<file path="config.mk">
export PLATFORM = sky130hd
export DESIGN_NAME = gate_mac_neuron
export DESIGN_NICKNAME = d
export VERILOG_FILES = /design/src/rtl/lstm_pkg.sv /design/src/rtl/gate_act_sat.sv /design/src/rtl/gate_mac_neuron.sv
export SDC_FILE = /design/constraint.sdc
export NUM_CORES = 1
export LEC_CHECK = 0
export BUFFER_PORTS_ARGS = -buffer_cell sky130_fd_sc_hd__buf_2
export CORE_UTILIZATION = 61
export DETAILED_ROUTE_END_ITERATION = 10
export PLACE_DENSITY = 0.82
export SYNTH_ARGS = -nofsm -noshare
export SYNTH_HDL_FRONTEND = slang
export SYNTH_SLANG_ARGS = --single-unit
</file>
<file path="constraint.sdc">
create_clock -name clk -period 6.34 [get_ports clk]
set_input_delay 0.951 -clock clk [delete_from_list [all_inputs] [get_ports clk]]
set_output_delay 0.951 -clock clk [all_outputs]
set_load 0.05 [all_outputs]
</file>
<file path="src/rtl/lstm_pkg.sv">
// Shared LSTM definitions: activation mode codes, gate-neuron FSM states and the
// accumulator width helper.
package lstm_pkg;

  localparam int ACT_IDENTITY = 0;
  localparam int ACT_HSIG     = 1;
  localparam int ACT_HTANH    = 2;

  typedef enum logic [2:0] {
    ST_IDLE,
    ST_MAC,
    ST_BIAS,
    ST_ACT,
    ST_HOLD
  } state_t;

  // Room for n full-scale products plus the aligned bias, with a spare sign bit.
  function automatic int acc_width(input int data_w, input int n);
    return 2 * data_w + $clog2(n + 1) + 1;
  endfunction

endpackage

</file>
<file path="src/rtl/gate_act_sat.sv">
// Combinational output stage: rescale the accumulator, apply the activation and
// saturate to DATA_W. Also used by the cell output stage.
module gate_act_sat
  import lstm_pkg::*;
#(
  parameter int DATA_W = 8,
  parameter int FRAC_W = 4,
  parameter int ACC_W  = 20,
  parameter int ACT    = ACT_HTANH
) (
  input  logic [ACC_W-1:0]  acc,
  output logic [DATA_W-1:0] y,
  output logic              sat
);

  localparam logic signed [ACC_W-1:0] ONE  = ACC_W'(1 << FRAC_W);
  localparam logic signed [ACC_W-1:0] HALF = ACC_W'(1 << (FRAC_W - 1));
  localparam logic signed [ACC_W-1:0] MAXV = ACC_W'((1 << (DATA_W - 1)) - 1);
  localparam logic signed [ACC_W-1:0] MINV = ~MAXV;

  function automatic logic signed [ACC_W-1:0] activate(input logic signed [ACC_W-1:0] r);
    logic signed [ACC_W-1:0] t;
    case (ACT)
      ACT_HSIG: begin
        t = (r >>> 2) + HALF;
        if (t < 0) t = '0;
        else if (t > ONE) t = ONE;
      end
      ACT_HTANH: begin
        t = r;
        if (t < -ONE) t = -ONE;
        else if (t > ONE) t = ONE;
      end
      default: t = r;
    endcase
    return t;
  endfunction

  // Returns {clipped, value}.
  function automatic logic [DATA_W:0] saturate(input logic signed [ACC_W-1:0] a);
    if (a > MAXV) return {1'b1, MAXV[DATA_W-1:0]};
    else if (a < MINV) return {1'b1, MINV[DATA_W-1:0]};
    else return {1'b0, a[DATA_W-1:0]};
  endfunction

  logic signed [ACC_W-1:0] r;
  logic signed [ACC_W-1:0] a;

  always_comb begin
    r = $signed(acc) >>> FRAC_W;
    a = activate(r);
    {sat, y} = saturate(a);
  end

endmodule

</file>
<file path="src/rtl/gate_mac_neuron.sv">
// One LSTM gate neuron: act(sum Wx*x + sum Wh*h + b) on a single shared multiplier.
// Optional macro GATE_MAC_NEURON_SAT_FLAG_EN adds the sat_flag output.
module gate_mac_neuron
  import lstm_pkg::*;
#(
  parameter int DATA_W      = 8,
  parameter int FRAC_W      = 4,
  parameter int INPUT_SIZE  = 1,
  parameter int HIDDEN_SIZE = 3,
  parameter int ACT         = 2
) (
  input  logic                          clk,
  input  logic                          rst,
  input  logic                          in_valid,
  output logic                          in_ready,
  input  logic [DATA_W*INPUT_SIZE-1:0]  x,
  input  logic [DATA_W*HIDDEN_SIZE-1:0] h,
  input  logic [DATA_W*INPUT_SIZE-1:0]  wx,
  input  logic [DATA_W*HIDDEN_SIZE-1:0] wh,
  input  logic [DATA_W-1:0]             b,
  output logic                          out_valid,
  input  logic                          out_ready,
  output logic [DATA_W-1:0]             y
`ifdef GATE_MAC_NEURON_SAT_FLAG_EN
  ,
  output logic                          sat_flag
`endif
);

  localparam int N     = INPUT_SIZE + HIDDEN_SIZE;
  localparam int ACC_W = acc_width(DATA_W, N);
  localparam int IDX_W = $clog2(N);

  state_t state, state_nx;
  logic [IDX_W-1:0]         idx;
  logic [DATA_W*N-1:0]      opa, opb;
  logic signed [DATA_W-1:0] bias;
  logic signed [ACC_W-1:0]  acc;
  logic signed [2*DATA_W-1:0] prod;
  logic signed [ACC_W-1:0]  prod_ext, bias_ext;
  logic [DATA_W-1:0]        act_y;
  logic                     act_sat;
  logic signed [DATA_W-1:0] y_q;
  logic                     sat_q;
  logic                     last;

  assign last     = (idx == IDX_W'(N - 1));
  assign prod     = $signed(opa[DATA_W-1:0]) * $signed(opb[DATA_W-1:0]);
  assign prod_ext = {{(ACC_W-2*DATA_W){prod[2*DATA_W-1]}}, prod};
  // Bias is Q.FRAC_W, products are Q.2*FRAC_W.
  assign bias_ext = {{(ACC_W-DATA_W){bias[DATA_W-1]}}, bias} <<< FRAC_W;

  always_ff @(posedge clk) begin
    if (rst) state <= ST_IDLE;
    else     state <= state_nx;
  end

  always_comb begin
    state_nx = state;
    case (state)
      ST_IDLE: if (in_valid) state_nx = ST_MAC;
      ST_MAC:  if (last) state_nx = ST_BIAS;
      ST_BIAS: state_nx = ST_ACT;
      ST_ACT:  state_nx = ST_HOLD;
      ST_HOLD: if (out_ready) state_nx = ST_IDLE;
      default: state_nx = ST_IDLE;
    endcase
  end

  always_comb begin
    in_ready  = (state == ST_IDLE);
    out_valid = (state == ST_HOLD);
  end

  // Operand capture: the shift register presents element idx in its low slot.
  always_ff @(posedge clk) begin
    if (state == ST_IDLE && in_valid) begin
      opa  <= {h, x};
      opb  <= {wh, wx};
      bias <= $signed(b);
    end else if (state == ST_MAC) begin
      opa <= opa >> DATA_W;
      opb <= opb >> DATA_W;
    end
  end

  always_ff @(posedge clk) begin
    if (rst) begin
      acc   <= '0;
      idx   <= '0;
      y_q   <= '0;
      sat_q <= 1'b0;
    end else begin
      case (state)
        ST_IDLE: if (in_valid) begin
          acc   <= '0;
          idx   <= '0;
          sat_q <= 1'b0;
        end
        ST_MAC: begin
          acc <= acc + prod_ext;
          idx <= idx + 1'b1;
        end
        ST_BIAS: acc <= acc + bias_ext;
        ST_ACT: begin
          y_q   <= $signed(act_y);
          sat_q <= act_sat;
        end
        default: ;
      endcase
    end
  end

  gate_act_sat #(
    .DATA_W(DATA_W),
    .FRAC_W(FRAC_W),
    .ACC_W (ACC_W),
    .ACT   (ACT)
  ) u_act (
    .acc(acc),
    .y  (act_y),
    .sat(act_sat)
  );

  assign y = y_q;

`ifdef GATE_MAC_NEURON_SAT_FLAG_EN
  assign sat_flag = sat_q;
`else
  logic unused_sat;
  assign unused_sat = sat_q;
`endif

endmodule

</file>
==> metrics.md, run 1 <==
| Metric | Value |
|---|---|
| Layout Nets | `about 1200` |
| Met2 wire length | `between 8000 and 9000 um` |
| Global-route wire length before repair | `between 30000 and 40000 um` |
| Syn Nets | `roughly 1100` |
| Critical Path Source | `opa[7]$_DFFE_PP_` |
| Later-pin clock latency in the skew report | `~0.36 ns` |
| Total CTS buffers | `9` |
| Iteration-0 DRC Markers | `around 410` |
| Drt wl/cell | `approximately 16 um` |
| Detailed Place HPWL | `between 10000 and 15000 um` |
| Worst Path Arrival | `around 6 ns` |
| Max-Cap Viols | `0` |
| # IOs | `86` |
| Synthesized area per cell | `about 9.6 um2` |
| Number of global-route vias before repair | `between 6000 and 7000` |
| Die area | `14600 um2` |
| Gpl congestion | `a little under 0.9` |
| Final Hold Fails | `0` |
| Critical path endpoint | `acc[19]$_SDFFE_PP0P_` |
| CTS tree | `built` |
| RSZ-0062 raised after global routing | `no` |
| Seq/Total Area, Yosys | `0.327` |
| FF-to-FF path depth | `16` |
| Ant. Diodes | `0` |
| Top routing layer used | `met4` |
| Clock Tree Buf Depth | `2` |
| DRT met1 WL | `~8400 um` |
| F_max | `0.174 GHz` |
| R2R Path End | `acc[19]$_SDFFE_PP0P_` |
| Number of enable flip-flop cells after synthesis | `approximately 70` |
| Post-synthesis cell area | `8620 um2` |
| Commonest non-fill, non-tap cells in the layout | `nand2_1 (194), inv_1 (111), fa_1 (89), buf_2 (85), edfxtp_1 (72)` |
| PortBufs | `85` |
| Worst-path clk slew | `roughly 0.070 ns` |
| Mapped Cells | `around 900` |
| Core ar. | `between 10000 and 15000 um2` |
| Overall routing resource usage | `0.271` |
| CP Class | `reg2reg` |
| Worst min-delay path category | `reg2reg` |
| GRT overflow | `0` |
| Die Ht | `121 um` |
| Via count | `6450` |
| Final worst path period need | `between 5 and 6 ns` |
| Period utilisation layout | `0.904` |
| Fraction of registers with async set/reset | `0` |
| CP Capture Type | `flip-flop` |
| Vias per inst | `~5.6` |
| First-pass DRT Iterations | `5` |
| Synth Warn # | `0` |
| Relative slew margins | `0.304` |
| Std cell rows | `43` |
| Final Max Tran Viols | `0` |
| Hold depth | `2` |
| WL met3 | `949 um` |
| Initial antenna violation count | `0` |
| Routed Antenna Nets | `0` |
| Worst Tran Pin Value | `~1.0 ns` |
| Area Growth Syn to Fin | `10.1%` |
| Share of post-route cells with drive strength above 1 | `0.119` |
| Core Util, Final | `0.686` |
| CTS resizes | `0` |
| Largest net degree at the start of global routing | `between 50 and 60` |
| R2R Setup Slk | `between 0.6 and 0.7 ns` |
| Final setup viols | `0` |
| Crit path max fanout | `8` |
| Status | `completed` |
| Worst hold slack | `0.460 ns` |
| Total Wirelength | `between 15000 and 20000 um` |
| H-tree Lvls | `3` |
| CP required | `between 6 and 7 ns` |
| Synth Register Bits | `105` |
| Clock Root Buffer | `clkbuf_16` |
| Distinct cells, synth | `63` |
| CP Launch Type | `flip-flop` |
| Dominant synthesized flop cell | `edfxtp_1` |
| Setup TNS | `0 ns` |
| Hold Buf Count CTS | `0` |
| Die W | `roughly 120 um` |
| Commonest non-fill, non-tap cell in the layout | `nand2_1` |
| Worst r2r src | `opa[7]$_DFFE_PP_` |
| Number of remaining DRC errors | `0` |
| Clock sinks | `between 100 and 150` |
| Worst clock skew | `0.0141 ns` |
| Post-CTS Setup Repair Bufs | `0` |
| Initial Util | `0.624` |
per-layer routing:
metal	track usage	vias to the layer above
met5	0	-
met4	0.0772	0
met3	0.0399	28
met2	0.416	197
met1	0.401	3086
li1	-	3139
flip-flops by register name, summed over array words and instances, names as in the netlist:
register,count
bias,8
opb,32
y,8
state,3
acc,20
opa,32
idx,2
metrics by stage:
| stage | setup WS (ns) | cells | cell area [um2] |
|---|---|---|---|
| final | 0.606 | 1156 | 9490 |
| after global routing | 0.173 | 1156 | 9490 |
| after CTS | 0.591 | 1156 | 9490 |
| after detailed placement | 0.621 | 1140 | 9200 |
| after global placement | 0.802 | 1140 | 9200 |
| after floorplan | 1.04 | 901 | 8620 |
worst min path at each step:
stage                              from                  end
finish                y[7]$_SDFFE_PP0P_    y[7]$_SDFFE_PP0P_
global route          y[7]$_SDFFE_PP0P_    y[7]$_SDFFE_PP0P_
CTS                   y[7]$_SDFFE_PP0P_    y[7]$_SDFFE_PP0P_
detailed placement    y[5]$_SDFFE_PP0P_    y[5]$_SDFFE_PP0P_
global placement      y[5]$_SDFFE_PP0P_    y[5]$_SDFFE_PP0P_
floorplan           acc[1]$_SDFFE_PP0P_  acc[1]$_SDFFE_PP0P_
cell usage after synthesis (all sizes together) (12+ instances only):
library cell	count	area [um2]
dfxtp	33	661
fa	89	1780
inv	111	417
nand2b	12	75.1
xnor2	21	184
a21oi	32	160
and3	18	113
and2	32	200
nand3	19	95.1
o21ai	16	80.1
nand2	196	736
clkbuf	27	101
ha	62	776
edfxtp	72	2160
nor2	39	146
cell type report:
class | instances | area, um2
multi-input combinational | 654 | 5270
fill | 1030 | 4340
sequential | 105 | 2820
timing repair buffer | 90 | 463
inverter | 111 | 417
clock buffer | 10 | 229
tap | 180 | 225
clock inverter | 6 | 61.3
worst max-delay path, stage by stage (launching register included):
cell	delay (ns)
edfxtp_1	0.53
and2_1	0.24
fa_1	0.59
inv_1	0.15
fa_1	0.63
inv_1	0.14
fa_1	0.52
fa_1	0.50
ha_1	0.32
ha_1	0.35
a21o_1	0.22
a2111oi_0	0.63
o21ai_0	0.19
a21oi_1	0.17
xnor2_1	0.14
nand2_1	0.07
a311oi_1	0.25
cell families after synthesis:
| family | count (synthesis) | share of synthesized area |
|---|---|---|
| AOI/OAI and AO/OA | 111 | 0.0875 |
| xor gates and xnor gates | 28 | 0.0284 |
| adders and majority gates | 151 | 0.297 |
| buffers and inverters | 142 | 0.0622 |
| DFF | 105 | 0.327 |
| muxes | 5 | 0.00609 |
| and+or+nand+nor | 359 | 0.192 |
Power of run 1 is left out: the tool's default activity adds up to more than one toggle a clock period on the data nets, which glitch-free logic cannot reach.
==> run 2, diff against run 1 <==
--- a/config.mk
+++ b/config.mk
@@ -5,7 +5,7 @@
 export SDC_FILE = /design/constraint.sdc
 export NUM_CORES = 1
 export LEC_CHECK = 0
-export BUFFER_PORTS_ARGS = -buffer_cell sky130_fd_sc_hd__buf_2
+export BUFFER_PORTS_ARGS = -buffer_cell sky130_fd_sc_hd__clkbuf_2
 export CORE_UTILIZATION = 61
 export DETAILED_ROUTE_END_ITERATION = 10
 export PLACE_DENSITY = 0.82
==> metrics.md, run 2 (synthesized netlist as in run 1, its figures left out) <==
| Metric | Value |
|---|---|
| Detailed Place HPWL | `around 14000 um` |
| H-tree Lvls | `3` |
| Crit-path max cell delay | `~0.66 ns` |
| GRT overflow | `0` |
| Met2 track demand over resource | `0.398` |
| FF-to-FF path depth | `16` |
| F_max | `about 0.17 GHz` |
| Worst Path Arrival | `roughly 6.1 ns` |
| Relative slew margins | `0.276` |
| Via count | `roughly 6400` |
| FILL cells | `993` |
| Number of global-route vias before repair | `around 6200` |
| # IOs | `between 80 and 90` |
| Critical-path cell list | `and2_1 -> fa_1 -> inv_1 -> fa_1 -> inv_1 -> fa_1 -> fa_1 -> ha_1 -> ha_1 -> a21o_1 -> a2111oi_0 -> o21ai_0 -> a21oi_1 -> xnor2_1 -> nand2_1 -> a311oi_1` |
| Drt wl/cell | `around 15 um` |
| Ant. Diodes | `0` |
| Critical path's slowest cell | `a2111oi_0` |
| Worst-path clk slew | `approximately 0.080 ns` |
| GRT Max-Usage Layer | `met2` |
| RSZ-0062 raised after global routing | `no` |
| Final worst path period need | `approximately 5.8 ns` |
| Max-Cap Viols | `0` |
| Worst clock skew | `approximately 0.015 ns` |
| Met1 usage | `0.393` |
| Routed Antenna Nets | `0` |
| Core ar. | `13800 um2` |
| R2R Setup Slk | `between 0.5 and 0.6 ns` |
| Gpl congestion | `0.902` |
| Clock Tree Buf Depth | `2` |
| Die W | `~120 um` |
| CP Class | `reg2reg` |
| Layout Nets | `roughly 1200` |
| Global-route wire length before repair | `30000 um` |
| CP required | `about 6.6 ns` |
| Final Hold Fails | `0` |
| PortBufs | `85` |
| Vias per inst | `~5.5` |
| Area Growth Syn to Fin | `10.1%` |
| CTS resizes | `0` |
| Initial antenna violation count | `0` |
| Status | `completed` |
| Largest net degree at the start of global routing | `56` |
| Number of remaining DRC errors | `0` |
| Clock Root Buffer | `clkbuf_16` |
| CP Capture Type | `flip-flop` |
| Period utilisation layout | `0.921` |
| Total CTS buffers | `9` |
| First-pass DRT Iterations | `6` |
| Setup TNS | `0 ns` |
| Total Wirelength | `approximately 18000 um` |
| R2R Path End | `acc[19]$_SDFFE_PP0P_` |
| Worst Tran Pin Value | `about 1.1 ns` |
| CP Launch Type | `flip-flop` |
| Worst min-delay path category | `reg2reg` |
| Worst r2r src | `opa[7]$_DFFE_PP_` |
| Die Ht | `121 um` |
| Post-CTS Setup Repair Bufs | `0` |
| Clock sinks | `105` |
| Largest registers | `opa x32, opb x32, acc x20` |
| Final Max Tran Viols | `0` |
| Initial Util | `0.624` |
| CTS tree | `built` |
| Later-pin clock latency in the skew report | `0.36 ns` |
| Iteration-0 DRC Markers | `about 320` |
| Hold Buf Count CTS | `0` |
| Overall routing resource usage | `0.263` |
| Crit path max fanout | `8` |
| Commonest non-fill, non-tap cell in the layout | `nand2_1` |
| Die area | `14600 um2` |
| Critical path endpoint | `acc[19]$_SDFFE_PP0P_` |
| Met3 track demand over resource | `0.0456` |
| Final setup viols | `0` |
| Std cell rows | `43` |
| Share of post-route cells with drive strength above 1 | `0.119` |
| Commonest non-fill, non-tap cells in the layout | `nand2_1 (194), inv_1 (111), fa_1 (89), clkbuf_2 (85), edfxtp_1 (72)` |
| Critical Path Source | `opa[7]$_DFFE_PP_` |
| CP most frequent cell | `fa_1` |
-- run 2: changes by cell type in the layout (fill, tap and decap cells not counted) --
cell and change:
clkinv_4 +1, buf_2 -85, inv_6 -1, clkbuf_2 +85
-- run 2: layer usage --
metal	vias to the layer above	wire, um	share of wire
met5	-	0	0
met4	0	231	0.013
met3	20	963	0.054
met2	165	8300	0.47
met1	3052	8310	0.47
li1	3136	-	-
-- run 2: critical path: cells and delay by family, from the launching register on --
family                     cells  cell delay, ns
xor gates and xnor gates       1            0.14
buffers and inverters          2            0.29
AOI/OAI and AO/OA              5            1.52
adders and majority gates      6            2.93
and+or+nand+nor                2            0.32
DFF                            1            0.51
-- run 2: worst min-delay path by stage --
stage,start,endpoint,slack (ns),depth (start not counted)
3_5_place_dp,y[6]$_SDFFE_PP0P_,y[6]$_SDFFE_PP0P_,0.46,2
4_1_cts,y[5]$_SDFFE_PP0P_,y[5]$_SDFFE_PP0P_,0.47,2
2_1_floorplan,acc[1]$_SDFFE_PP0P_,acc[1]$_SDFFE_PP0P_,0.45,2
3_3_place_gp,y[5]$_SDFFE_PP0P_,y[5]$_SDFFE_PP0P_,0.44,2
6_report,y[5]$_SDFFE_PP0P_,y[5]$_SDFFE_PP0P_,0.47,2
5_1_grt,y[5]$_SDFFE_PP0P_,y[5]$_SDFFE_PP0P_,0.49,2
-- run 2: cell type report --
class / instances / area (um2) / area share
clock buffer: 10 / 229 / 0.0241
clock inverter: 6 / 61.3 / 0.00646
tap: 180 / 225 / 0.0237
multi-input combinational: 654 / 5270 / 0.556
inverter: 111 / 417 / 0.0439
timing repair buffer: 90 / 463 / 0.0488
sequential: 105 / 2820 / 0.297
-- run 2: stage by stage --
stage	util	instance area [um2]	setup slack [ns]	std cells	hold WS, ns
3_5_place_dp	0.665	9200	0.552	1140	0.459
3_3_place_gp	0.665	9200	0.797	1140	0.445
6_report	0.686	9490	0.504	1156	0.471
2_1_floorplan	-	8620	1.04	901	0.448
4_1_cts	0.686	9490	0.512	1156	0.472
5_1_grt	0.686	9490	0.0964	1156	0.489
Power of run 2 is left out for the same reason.
